### src/rtl/sr_latch_ctrl_if.sv
// sr_latch_ctrl_if: requester handshakes plus latch drive and feedback pins for sr_latch_ctrl
//   req_a/req_b  : level requests, held until the matching grant
//   op_a/op_b    : 1 = set latch, 0 = reset latch, sampled on the grant edge
//   gnt_a/gnt_b  : one-cycle registered grants
//   sbar/rbar    : active-low set/reset drives to the NAND latch
//   q_fb         : synchronized latch Q feedback
//   q_exp        : expected latch state
//   busy         : controller not idle
//   err/err_clr  : sticky feedback mismatch flag and its clear
//   master modport is the controller, slave modport is the environment
interface sr_latch_ctrl_if;
    logic req_a, req_b, op_a, op_b, gnt_a, gnt_b;
    logic sbar, rbar, q_fb, q_exp, busy, err, err_clr;
    modport master (
        input  req_a, req_b, op_a, op_b, q_fb, err_clr,
        output gnt_a, gnt_b, sbar, rbar, q_exp, busy, err
    );
    modport slave (
        output req_a, req_b, op_a, op_b, q_fb, err_clr,
        input  gnt_a, gnt_b, sbar, rbar, q_exp, busy, err
    );
endinterface

### src/rtl/sr_latch_ctrl.sv
// sr_latch_ctrl: round-robin set/reset controller for a cross-coupled NAND SR latch
//   i_clk   : rising-edge clock
//   i_rst_n : asynchronous active-low reset
//   bus     : sr_latch_ctrl_if.master (requests, grants, latch drives, feedback, status)
//   PULSE_W : cycles the active drive is held low (1..15)
//   GUARD_W : cycles both drives are high after a pulse before checking (1..15)
module sr_latch_ctrl #(
    parameter int PULSE_W = 2,
    parameter int GUARD_W = 1
) (
    input  logic            i_clk,
    input  logic            i_rst_n,
    sr_latch_ctrl_if.master bus
);
    typedef enum logic [2:0] {BOOT, PULSE, GUARD, CHECK, IDLE} state_t;
    localparam logic [3:0] PULSE_LD = 4'(PULSE_W - 1);
    localparam logic [3:0] GUARD_LD = 4'(GUARD_W - 1);
    state_t     r_state, w_state_nxt;
    logic [3:0] r_cnt, w_cnt_nxt;
    logic       r_ptr, w_ptr_nxt;
    logic       r_op, w_op_nxt;
    logic       r_gnt_a, r_gnt_b;
    logic       r_sbar, r_rbar, w_sbar_nxt, w_rbar_nxt;
    logic       r_q_exp, w_q_exp_nxt;
    logic       r_err, w_err_nxt;
    logic       r_busy;
    logic       w_arb, w_pick_a, w_pick_b, w_mis;
    always_comb begin
        w_arb       = r_state == IDLE || r_state == CHECK;
        // r_ptr = 0 favours A on a tie, 1 favours B
        w_pick_a    = w_arb && bus.req_a && (!bus.req_b || !r_ptr);
        w_pick_b    = w_arb && bus.req_b && (!bus.req_a || r_ptr);
        w_mis       = r_state == CHECK && bus.q_fb != r_q_exp;
        w_state_nxt = r_state;
        w_cnt_nxt   = r_cnt;
        w_ptr_nxt   = r_ptr;
        w_op_nxt    = r_op;
        w_q_exp_nxt = r_q_exp;
        // a fresh mismatch outranks a clear on the same edge
        w_err_nxt   = w_mis || (r_err && !bus.err_clr);
        case (r_state)
            BOOT: begin
                w_state_nxt = PULSE;
                w_op_nxt    = 1'b0;
                w_cnt_nxt   = PULSE_LD;
            end
            PULSE: begin
                w_state_nxt = r_cnt == 4'd0 ? GUARD : PULSE;
                w_cnt_nxt   = r_cnt == 4'd0 ? GUARD_LD : r_cnt - 4'd1;
                w_q_exp_nxt = r_cnt == 4'd0 ? r_op : r_q_exp;
            end
            GUARD: begin
                w_state_nxt = r_cnt == 4'd0 ? CHECK : GUARD;
                w_cnt_nxt   = r_cnt - 4'd1;
            end
            CHECK, IDLE: w_state_nxt = IDLE;
            default: w_state_nxt = BOOT;
        endcase
        if (w_pick_a || w_pick_b) begin
            w_state_nxt = PULSE;
            w_cnt_nxt   = PULSE_LD;
            w_op_nxt    = w_pick_a ? bus.op_a : bus.op_b;
            w_ptr_nxt   = w_pick_a;
        end
        // drives derive from the next state alone, so both can never be low together
        w_sbar_nxt = !(w_state_nxt == PULSE && w_op_nxt);
        w_rbar_nxt = !(w_state_nxt == PULSE && !w_op_nxt);
    end
    always_ff @(posedge i_clk or negedge i_rst_n) begin
        if (!i_rst_n) begin
            r_state <= BOOT;
            r_cnt   <= 4'd0;
            r_ptr   <= 1'b0;
            r_op    <= 1'b0;
            r_gnt_a <= 1'b0;
            r_gnt_b <= 1'b0;
            r_sbar  <= 1'b1;
            r_rbar  <= 1'b1;
            r_q_exp <= 1'b0;
            r_err   <= 1'b0;
            r_busy  <= 1'b1;
        end else begin
            r_state <= w_state_nxt;
            r_cnt   <= w_cnt_nxt;
            r_ptr   <= w_ptr_nxt;
            r_op    <= w_op_nxt;
            r_gnt_a <= w_pick_a;
            r_gnt_b <= w_pick_b;
            r_sbar  <= w_sbar_nxt;
            r_rbar  <= w_rbar_nxt;
            r_q_exp <= w_q_exp_nxt;
            r_err   <= w_err_nxt;
            r_busy  <= w_state_nxt != IDLE;
        end
    end
    assign bus.gnt_a = r_gnt_a;
    assign bus.gnt_b = r_gnt_b;
    assign bus.sbar  = r_sbar;
    assign bus.rbar  = r_rbar;
    assign bus.q_exp = r_q_exp;
    assign bus.busy  = r_busy;
    assign bus.err   = r_err;
endmodule
### src/flat_wrapper.sv
// flat-port wrapper written by rule: the top's interface ports become plain ports
module sr_latch_ctrl_flat 
#(
    parameter int PULSE_W = 2,
    parameter int GUARD_W = 1
)
  (i_clk, i_rst_n, bus_req_a, bus_req_b, bus_op_a, bus_op_b, bus_q_fb, bus_err_clr, bus_gnt_a, bus_gnt_b, bus_sbar, bus_rbar, bus_q_exp, bus_busy, bus_err);
  sr_latch_ctrl_if bus_i ();
  input  logic i_clk;
  input  logic i_rst_n;
  input wire logic [$bits(bus_i.req_a)-1:0] bus_req_a;
  input wire logic [$bits(bus_i.req_b)-1:0] bus_req_b;
  input wire logic [$bits(bus_i.op_a)-1:0] bus_op_a;
  input wire logic [$bits(bus_i.op_b)-1:0] bus_op_b;
  input wire logic [$bits(bus_i.q_fb)-1:0] bus_q_fb;
  input wire logic [$bits(bus_i.err_clr)-1:0] bus_err_clr;
  output wire logic [$bits(bus_i.gnt_a)-1:0] bus_gnt_a;
  output wire logic [$bits(bus_i.gnt_b)-1:0] bus_gnt_b;
  output wire logic [$bits(bus_i.sbar)-1:0] bus_sbar;
  output wire logic [$bits(bus_i.rbar)-1:0] bus_rbar;
  output wire logic [$bits(bus_i.q_exp)-1:0] bus_q_exp;
  output wire logic [$bits(bus_i.busy)-1:0] bus_busy;
  output wire logic [$bits(bus_i.err)-1:0] bus_err;
  assign bus_i.req_a = bus_req_a;
  assign bus_i.req_b = bus_req_b;
  assign bus_i.op_a = bus_op_a;
  assign bus_i.op_b = bus_op_b;
  assign bus_i.q_fb = bus_q_fb;
  assign bus_i.err_clr = bus_err_clr;
  assign bus_gnt_a = bus_i.gnt_a;
  assign bus_gnt_b = bus_i.gnt_b;
  assign bus_sbar = bus_i.sbar;
  assign bus_rbar = bus_i.rbar;
  assign bus_q_exp = bus_i.q_exp;
  assign bus_busy = bus_i.busy;
  assign bus_err = bus_i.err;
  sr_latch_ctrl #(.PULSE_W(PULSE_W), .GUARD_W(GUARD_W)) u_core (.i_clk(i_clk), .i_rst_n(i_rst_n), .bus(bus_i));
endmodule
### config.mk
export PLATFORM = sky130hd
export DESIGN_NAME = sr_latch_ctrl_flat
export DESIGN_NICKNAME = d
export VERILOG_FILES = /design/src/rtl/sr_latch_ctrl_if.sv /design/src/rtl/sr_latch_ctrl.sv /design/src/flat_wrapper.sv
export SDC_FILE = /design/constraint.sdc
export NUM_CORES = 1
export LEC_CHECK = 0
export CORE_MARGIN = 1
export CORE_UTILIZATION = 33
export CTS_CLUSTER_DIAMETER = 150
export CTS_CLUSTER_SIZE = 12
export DETAILED_ROUTE_END_ITERATION = 8
export GPL_ROUTABILITY_DRIVEN = 0
export HOLD_SLACK_MARGIN = 0.02
export PLACE_DENSITY = 0.6
export SYNTH_ARGS = -nofsm -noshare
export SYNTH_HDL_FRONTEND = slang
export SYNTH_SLANG_ARGS = --single-unit
### constraint.sdc
create_clock -name i_clk -period 2.01 [get_ports i_clk]
set_input_delay 0.603 -clock i_clk [delete_from_list [all_inputs] [get_ports i_clk]]
set_output_delay 0.603 -clock i_clk [all_outputs]
set_load 0.005 [all_outputs]
Word level (Yosys, flattened, before mapping):

Cells that the tools add are included.

* mux-type cells: 10
* equality and inequality tests: 7
* reduce and logical (&&, ||, !) cells: 25
* add/subtract/negate cells: 1

Operator list (count)
* one-hot mux 3 bit (4 select lines): 1
* one-hot mux 4 bit (3 select lines): 1
* logical AND 1 bit: 8
* two-way mux 4 bit: 2
* zero test 1 bit: 7
* == test 3 x 1 -> 1 bit, second input constant: 2
* == test 3 x 2 -> 1 bit, second input constant: 2
* logical OR 1 bit: 5
* zero test 4 bit: 1
* two-way mux 1 bit: 4
* nonzero test 4 bit: 1
* subtractor 4 x 1 -> 4 bit, second input constant: 1
* == test 3 bit, second input constant: 1
* zero test 3 bit: 1
* two-way mux 3 bit: 1
* != test 3 bit, second input constant: 1
* two-way mux 2 bit: 1
* AND reduction 2 bit: 1
* OR reduction 2 bit: 1
* != test 1 bit: 1

* input bits: 8
* logic and storage cells: 54
* output and inout port bits: 7
* flip-flop bits (word level): 16

Logic depth before layout (Yosys ltp):

Gate-level depths: netlist of the first run.

* word-level depth: 9
* gate-level depth with buffers: 6
* mapped depth without buffers: 6

Worst setup path after synthesis of the first run:

OpenSTA, ideal clock, no wires.

* path type: register -> register
* from: register u_core.r_cnt[0]
* to: register u_core.r_q_exp, in the netlist u_core.bus.q_exp
* data required time: 1883 ps
* library setup time: 127 ps
* path buffers: 0
* period minus slack after synthesis: 1513 ps
* cell stages (with the launch flop): 6
* setup slack: 497 ps
* arrival: 1385 ps
* cells stage by stage: dfrtp_1 > inv_1 > ha_1 > nor3b_1 > nand3_1 > mux2_1

* word-level cells in the longest chain between the ends: 2

Ends and longest elaborated chain
* start, declared: line sr_latch_ctrl.sv:19 `logic [3:0] r_cnt, w_cnt_nxt;`
* start signal, assigned: line sr_latch_ctrl.sv:84 `r_cnt <= w_cnt_nxt;`
* zero test 4 bit: line sr_latch_ctrl.sv:50 `w_q_exp_nxt = r_cnt == 4'd0 ? r_op : r_q_exp;`
* AND reduction 2 bit (no source line)
* end signal, assigned: line sr_latch_ctrl.sv:91 `r_q_exp <= w_q_exp_nxt;`
* end, declared: line sr_latch_ctrl.sv:24 `logic r_q_exp, w_q_exp_nxt;`

No other way between the ends.
A chain may end at the register's enable or synchronous reset.

Worst setup path in the final report of the first run:

* from: register u_core.r_busy, in the netlist u_core.bus.busy
* to: output port bus_busy

RTL lines
* start, declared: line sr_latch_ctrl.sv:26 `logic r_busy;`
* start signal, assigned: line sr_latch_ctrl.sv:81 `r_busy <= 1'b1;`
* start signal, assigned: line sr_latch_ctrl.sv:93 `r_busy <= w_state_nxt != IDLE;`
* end, declared: line flat_wrapper.sv:22 `output wire logic [$bits(bus_i.busy)-1:0] bus_busy;`

No word-level cell between the ends.

==> results.yml, run 1 <==
run_status:
  status: "completed"
global_route:
  grt_pass1_wl_um: 3208
  grt_usage: 0.1553
  grt_start_max_net_pins: 18
  grt_overflow: 0
  antenna_found_initial: 0
  grt_pass1_vias: 706
layout:
  drive_gt1_frac: 0.1560
  fillCellCount: 244
  multiInputGateArea_um2: 445.4
  stdcell_area_um2: 1095
  area_delta_synth_final_pct: 23.24
  regArea_um2: 404.1
  diodes: 0
  final_util: 0.4379
  final_common_cell: "clkdlybuf4s50_1"
  fin_nets: 120
  final_cell_mix: "clkdlybuf4s50_1 (14), dfrtp_1 (13), nand2_1 (8), nor2_1 (6), inv_1 (5)"
clock_tree:
  cts_num_sinks: 16
  post_cts_resized: 0
  clockBufferDepth: 2
  clk_latency_ns: 0.28
  cts_setup_buffers: 0
  root_buffer: "clkbuf_4"
  cts_made_buffers: 3
  cts_tree: "yes"
  clk_pin_slew_ns: 0.10
  cts.htree.levels: 1
  ctsHoldBuffers: 0
run:
  maxCapViolations: 0
placed_design:
  place_ws_ns: -0.01120
  numPortBuffers: 14
  place_hpwl_um: 1400
  placedInstanceArea_um2: 1069
logic_synthesis:
  synth_top_family_by_area: "compound AO/OA/AOI/OAI gates"
  synthAdderAreaFrac: 0.02817
  yosysSeqAreaShare: 0.4549
  synth_fp_nets: 102
  synth_largest_area_cell: "dfrtp_1"
  synth_xor_area_frac: 0.009859
  synth_compound_area_frac: 0.2352
  synthMuxAreaShare: 0.03521
  netlist_instances: 92
  post_synth_num_cell_types: 39
  ys_ff_latch: 16
  ys_warn_count: 0
  syn_area_per_cell_um2: 9.656
  synthTopCellsByArea: "dfrtp_1 (37%), dfstp_2 (8.9%), nand2_1 (3.4%)"
  synth.top_cell.area_share: 0.3662
  yosys.area_share.simple: 0.1930
  syn_area_um2: 888.4
sta:
  drv_slew: 0
  finalWorstSetupSlack_ns: 0.1121
  max_freq_mhz: 526.9
  fin_skew_ns: 0.004040
  finalHoldViolations: 0
  rsz0062_at_grt: "no"
  post-route-period-util: 0.9442
  worst_pin_slew_ns: 0.4968
  period_needed_ns: 1.898
  finalSetupViolations: 0
  slew_headroom: 0.6688
hold_path:
  hold_depth: 2
  hold_class: "reg -> reg"
floorplanning:
  dieArea_um2: 2904
  die-width_um: 53.89
  coreArea_um2: 2500
  io_pins: 15
  die_h_um: 53.89
  start_util: 0.3554
  fp-row-count: 18
drt:
  dr.pass1.iters: 4
  avgRoutedWirePerCell_um: 13.69
  vias: 754
  initialDrtViolationCount: 12
  detail-route-antenna-nets: 0
  vias_per_cell: 5.424
  drc_errors: 0
  drt_wl_total_um: 1903
worst_setup_path:
  worstSetupPathDepth: 1
  cpPeakStageDelay_ns: 0.53
  worstSetupPathType: "reg -> out"
  cp_data_required_time_ns: 1.41
  cp.arrival_ns: 1.29
  crit_chain: "clkdlybuf4s50_1"
  critPathTopFamily: "flip-flops"
  worstRegToRegCells: 6
  start_kind: "flip-flop"
  crit_path_end_kind: "primary output"
  critPathSlowestCell: "dfstp_2"
  path_buf_inv: 1
  path_max_fanout: 1
power:
  power.total_uw: 1358
  powerDensity_nw_per_um2: 1241
  irDropWorstVdd_mv: 0.6540
  power_leakage_uw: 0.0004719
[layout make-up]
cell class / count / share of cell area
Clock buffer: 4 / 0.02400
Tap cell: 30 / 0.03429
Sequential cell: 16 / 0.3691
Multi-Input combinational cell: 67 / 0.4069
Inverter: 5 / 0.01714
Timing Repair Buffer: 17 / 0.1486
[flip-flops by register name (all words and copies together) (netlist names)]
signal / cells
u_core.bus.busy: 1
u_core.bus.err: 1
u_core.bus.gnt_a: 1
u_core.bus.gnt_b: 1
u_core.bus.q_exp: 1
u_core.bus.rbar: 1
u_core.bus.sbar: 1
u_core.r_cnt: 4
u_core.r_op: 1
u_core.r_ptr: 1
u_core.r_state: 3
[cells in the mapped netlist, drive strengths merged]
| cell type | count |
|---|---|
| mux2i | 2 |
| nor3b | 1 |
| o211ai | 1 |
| nand3 | 2 |
| o31ai | 4 |
| o22ai | 4 |
| nand2b | 3 |
| nand4 | 1 |
| inv | 5 |
| ha | 2 |
| a21oi | 5 |
| o21ai | 5 |
| mux2 | 1 |
| or2 | 1 |
| a21bo | 1 |
| buf | 3 |
| a21o | 2 |
| a32oi | 1 |
| o22a | 2 |
| nand2 | 8 |
| and2 | 2 |
| a211oi | 2 |
| or4 | 1 |
| nand3b | 1 |
| nor2 | 6 |
| dfstp | 3 |
| xnor2 | 1 |
| o21a | 1 |
| nor2b | 2 |
| or3b | 2 |
| clkbuf | 1 |
| and3 | 1 |
| dfrtp | 13 |
| a31oi | 2 |
[per-layer routing]
metal / GRT usage / share of wire / vias up
met5: 0 / 0 / -
met4: 0.03947 / 0 / 0
met3: 0.03390 / 0.056 / 0
met2: 0.2593 / 0.48 / 25
met1: 0.2014 / 0.46 / 362
li1: - / - / 367
[logic make-up (layout without fill, tap and decap cells)]
kind of cell,Yosys count,in the layout
buffers and inverters,9,26
AND/OR/NAND/NOR,31,31
XOR/XNOR,1,1
AO/OA/AOI/OAI,30,30
flip-flops,16,16
adder cells (fa/ha/maj),2,2
multiplexers,3,3
[stage by stage]
| stage | instances | hold WS [ns] | setup TNS (ns) |
|---|---|---|---|
| floorplan | 92 | 0.3074 | 0 |
| global placement | 135 | 0.5273 | 0 |
| detailed placement | 135 | 0.5357 | -0.01120 |
| CTS | 139 | 0.5495 | 0 |
| global route | 139 | 0.5799 | 0 |
| finish | 139 | 0.5476 | 0 |
[power breakdown]
part           internal (uW)  switching (uW)  leakage (uW)
Combinational            330             282      0.000256
Clock                   77.0             103     0.0000150
Sequential               433             133      0.000201
Total                    840             518      0.000472
[path summary, 6_finish.rpt]
path,start,endpoint,slack (ns)
worst min-delay path,u_core.bus.err$_DFF_PN0_,u_core.bus.err$_DFF_PN0_,0.55
max in group asynchronous,i_rst_n,u_core.bus.rbar$_DFF_PN1_,1.12
worst max register to register,u_core.r_cnt[0]$_DFFE_PN0P_,u_core.r_cnt[3]$_DFFE_PN0P_,0.32
min in group asynchronous,i_rst_n,u_core.bus.gnt_a$_DFF_PN0_,0.63
worst max-delay path,u_core.bus.busy$_DFF_PN1_,bus_busy,0.11
worst min register to register,u_core.bus.err$_DFF_PN0_,u_core.bus.err$_DFF_PN0_,0.55
(Power assumes the default switching activity.)
==> run 2: changes to the inputs <==
Settings changed: CORE_MARGIN 1 to 3, CTS_CLUSTER_DIAMETER 150 to default.
Clock period 2.01 ns to 2.33 ns, I/O delays scaled along.
==> run 2 against run 1 <==
Compared with the run above: global-route usage is 2.7 points lower; via count fell by 2.5%; clock skew down 0.0019 ns; first-iteration DRC count shrank 33%; highest routed layer is now met4.
==> results.yml, run 2 (synthesis results as in run 1) <==
worst_setup_path:
  path_max_fanout: 1
  crit_path_end_kind: "primary output"
  worstSetupPathType: "reg -> out"
  path_buf_inv: 1
  crit_path_start: "u_core.bus.sbar$_DFF_PN1_"
  crit_chain: "clkdlybuf4s50_1"
  worstReg2RegStart: "u_core.r_cnt[0]$_DFFE_PN0P_"
  crit_end: "bus_sbar"
  cp_data_required_time_ns: 1.63
  r2r_slack_ns: 0.61
  critPathTopFamily: "flip-flops"
  cpPeakStageDelay_ns: 0.53
  critPathSlowestCell: "dfstp_2"
  worstSetupPathDepth: 1
  worstRegToRegCells: 6
  cp.arrival_ns: 1.31
  crit-reg2reg-capture: "u_core.r_cnt[3]$_DFFE_PN0P_"
  start_kind: "flip-flop"
sta:
  fin_skew_ns: 0.002153
  finalSetupViolations: 0
  slew_headroom: 0.6032
  max_freq_mhz: 498.4
  finalHoldViolations: 0
  drv_slew: 0
  period_needed_ns: 2.006
  tns_ns: 0
  post-route-period-util: 0.8612
  worst_pin_slew_ns: 0.5952
  rsz0062_at_grt: "no"
floorplanning:
  die_h_um: 57.89
  coreArea_um2: 2522
  start_util: 0.3522
  dieArea_um2: 3351
  die-width_um: 57.89
  fp-row-count: 18
  io_pins: 15
power:
  power_leakage_uw: 0.0004725
  power.total_uw: 1207
  powerDensity_nw_per_um2: 1100
  irDropWorstVdd_mv: 0.6042
placed_design:
  placedInstanceArea_um2: 1061
  place_hpwl_um: 1441
  numPortBuffers: 14
layout:
  final_common_cell: "clkdlybuf4s50_1"
  fin_nets: 119
  drive_gt1_frac: 0.1574
  final_cell_mix: "clkdlybuf4s50_1 (14), dfrtp_1 (13), nand2_1 (8), nor2_1 (6), inv_1 (5)"
  diodes: 0
  top_regs: "u_core.r_cnt (4), u_core.r_state (3)"
  stdcell_area_um2: 1097
  largest_reg_flops: 4
  area_delta_synth_final_pct: 23.52
  fillCellCount: 251
  regMostFlops: "u_core.r_cnt"
drt:
  vias_per_cell: 5.326
  avgRoutedWirePerCell_um: 14.09
  initialDrtViolationCount: 8
  detail-route-antenna-nets: 0
  vias: 735
  dr.pass1.iters: 4
  drt_wl_total_um: 1944
  drc_errors: 0
global_route:
  grtUsageMet2: 0.2000
  use_met1: 0.1734
  grt_pass1_vias: 679
  grt_pass1_wl_um: 3339
  grt-busiest-layer: "met2"
  grt_usage: 0.1285
  globalRouteMet3Util: 0.04677
  antenna_found_initial: 0
  grt_overflow: 0
  grt_start_max_net_pins: 21
run_status:
  status: "completed"
hold_path:
  hold_class: "reg -> reg"
clock_tree:
  cts.htree.levels: 1
  cts_setup_buffers: 0
  post_cts_resized: 0
  ctsHoldBuffers: 0
  cts_tree: "yes"
  root_buffer: "clkbuf_4"
  clk_latency_ns: 0.29
  cts_num_sinks: 16
  clockBufferDepth: 2
  clk_pin_slew_ns: 0.09
  cts_made_buffers: 3
run:
  maxCapViolations: 0
[run 2: cell type report]
class | instances | area (um2) | area share
clock buffers | 4 | 36.28 | 0.03307
inverters | 5 | 18.77 | 0.01710
multi-input cells | 67 | 445.4 | 0.4059
flip-flops and latches | 16 | 404.1 | 0.3683
well taps | 30 | 37.54 | 0.03421
repair buffers | 16 | 155.1 | 0.1414
[run 2: through the flow]
step / setup WS [ns] / utilization / hold WS [ns] / cells
6_report: 0.3235 / 0.4350 / 0.5469 / 138
5_1_grt: 0.2797 / 0.4350 / 0.5824 / 138
4_1_cts: 0.2992 / 0.4350 / 0.5579 / 138
3_5_place_dp: 0.2242 / 0.4206 / 0.5337 / 134
3_3_place_gp: 0.2720 / 0.4206 / 0.5271 / 134
2_1_floorplan: 0.8147 / - / 0.4034 / 92
[run 2: per-layer routing]
metal  wire length [um]  vias up
li1                   -      366
met2                908       15
met5                  0        -
met1                927      352
met3                 97        2
met4                 11        0
[run 2: worst min path at each step]
stage / cells after the start / endpoint / slack (ns) / startpoint
3_5_place_dp: 1 / u_core.bus.q_exp$_DFFE_PN0P_ / 0.53 / u_core.bus.q_exp$_DFFE_PN0P_
2_1_floorplan: 0 / u_core.bus.err$_DFF_PN0_ / 0.40 / i_rst_n
4_1_cts: 1 / u_core.bus.q_exp$_DFFE_PN0P_ / 0.56 / u_core.bus.q_exp$_DFFE_PN0P_
3_3_place_gp: 1 / u_core.bus.q_exp$_DFFE_PN0P_ / 0.53 / u_core.bus.q_exp$_DFFE_PN0P_
5_1_grt: 2 / u_core.bus.err$_DFF_PN0_ / 0.58 / u_core.bus.err$_DFF_PN0_
6_report: 1 / u_core.bus.q_exp$_DFFE_PN0P_ / 0.55 / u_core.bus.q_exp$_DFFE_PN0P_
[run 2: power by group]
part	switching, uW	total, uW	internal, uW
Sequential	122	495	373
Combinational	239	525	285
Clock	91.9	187	95.2
Total	453	1210	754
==> run 3: changes to the inputs <==
Settings changed: CAP_MARGIN from default to 5.
==> results of run 3 <==
Same layout as run 2: the final DEF is identical, and so are final timing and power.
==> RTL change, RTL diff (settings of run 1) <==
Make the reset (`i_rst_n`) synchronous in one clocked block. Comments in the files are not updated.
--- a/src/rtl/sr_latch_ctrl.sv
+++ b/src/rtl/sr_latch_ctrl.sv
@@ -66,7 +66,7 @@
         w_sbar_nxt = !(w_state_nxt == PULSE && w_op_nxt);
         w_rbar_nxt = !(w_state_nxt == PULSE && !w_op_nxt);
     end
-    always_ff @(posedge i_clk or negedge i_rst_n) begin
+    always_ff @(posedge i_clk) begin
         if (!i_rst_n) begin
             r_state <= BOOT;
             r_cnt   <= 4'd0;
Behaviour: differs if i_rst_n is asserted again (counterexample within 4 cycles, from zero or initial values and one cycle with i_rst_n low); with i_rst_n held inactive, the same outputs for 10 cycles.
==> RTL change against run 1 <==
- cell count fell by 9.4%
- synthesized area fell by 14%
- routed wire length fell by 29%
- non-clock buffer count fell by 3
- cell area fell by 12%
- sequential cell count did not move
- total power fell by 2.8%
- clock power rose by 16%
- register-to-register slack improved by 210 ps
- worst setup slack improved by 130 ps
- critical endpoint is now bus_q_exp
==> RTL change: results (changes against run 1) <==
run status - complete, no violations
largest net degree at the start of global routing - 12 (-6)
Multi-input gate area - 408 sq um (-8.4%)
static leakage - 0.000405 uW (-14%)
Area contributors post-synth - dfxtp_1 42%, nor2_1 3.9%, xor2_1 3.5%
Critical Path AT - 1170 ps (-120 ps)
worst setup path start - u_core.bus.q_exp
via count - 594 (-21%)
sequential share of the synthesized area - 42.1% (-3.4 points)
placed cell areas - 926 sq um (-13%)
post-synthesis compound-gate area fraction - 18.1% (-5.4 points)
DP HPWL - 986 microns (-30%)
first-pass GRT wire length - 2420 microns (-25%)
CP max FO - 3 (+2)
Synth Flop Type - dfxtp_1
Clk pwr share - 15.8% (+2.6 points)
fin nets - 109 (-9.2%)
Post-Synth Adder-Cell Area - 3.29% (+0.47 points)
Design Power - 1320 uW (-2.8%)
multi-input gates - 58 (-13%)
Signal buffers - 14 (-3)
layout cell share with drive strength beyond 1 - 14.3% (-1.3 points)
routed wire length - 1360 microns (-29%)
syn_nets - 92 (-9.8%)
vias in the first global route - 550 (-22%)
Top delay family on crit path - buffers and inverters
Synth cell types - 33 (-15%)
==> RTL change: changes by cell type in the layout (fill, tap and decap cells not counted), moves of 3 or more <==
cell | run 1 | this run
dfxtp_1 | 0 | 16
nor3_1 | 0 | 3
buf_4 | 3 | 0
dfstp_2 | 3 | 0
xor2_1 | 0 | 3
o31ai_1 | 4 | 0
dfrtp_1 | 13 | 0
o22ai_1 | 4 | 1
==> RTL change: path summary, 6_finish.rpt <==
kind	end	slack, ps	cells after the start
max reg2reg	u_core.r_state[1]	530	6
min reg2reg	u_core.r_ptr	540	1
max	bus_q_exp	240	1
min	u_core.r_ptr	540	1
==> RTL change: per-layer routing <==
| metal | part of all wire (%) | up-vias | global-route usage (%) |
|---|---|---|---|
| li1 | - | 319 | - |
| met1 | 54 | 263 | 17.9 |
| met2 | 42 | 10 | 18.4 |
| met3 | 3.4 | 2 | 2.78 |
| met4 | 0.59 | 0 | 5.71 |
| met5 | 0 | - | 0 |
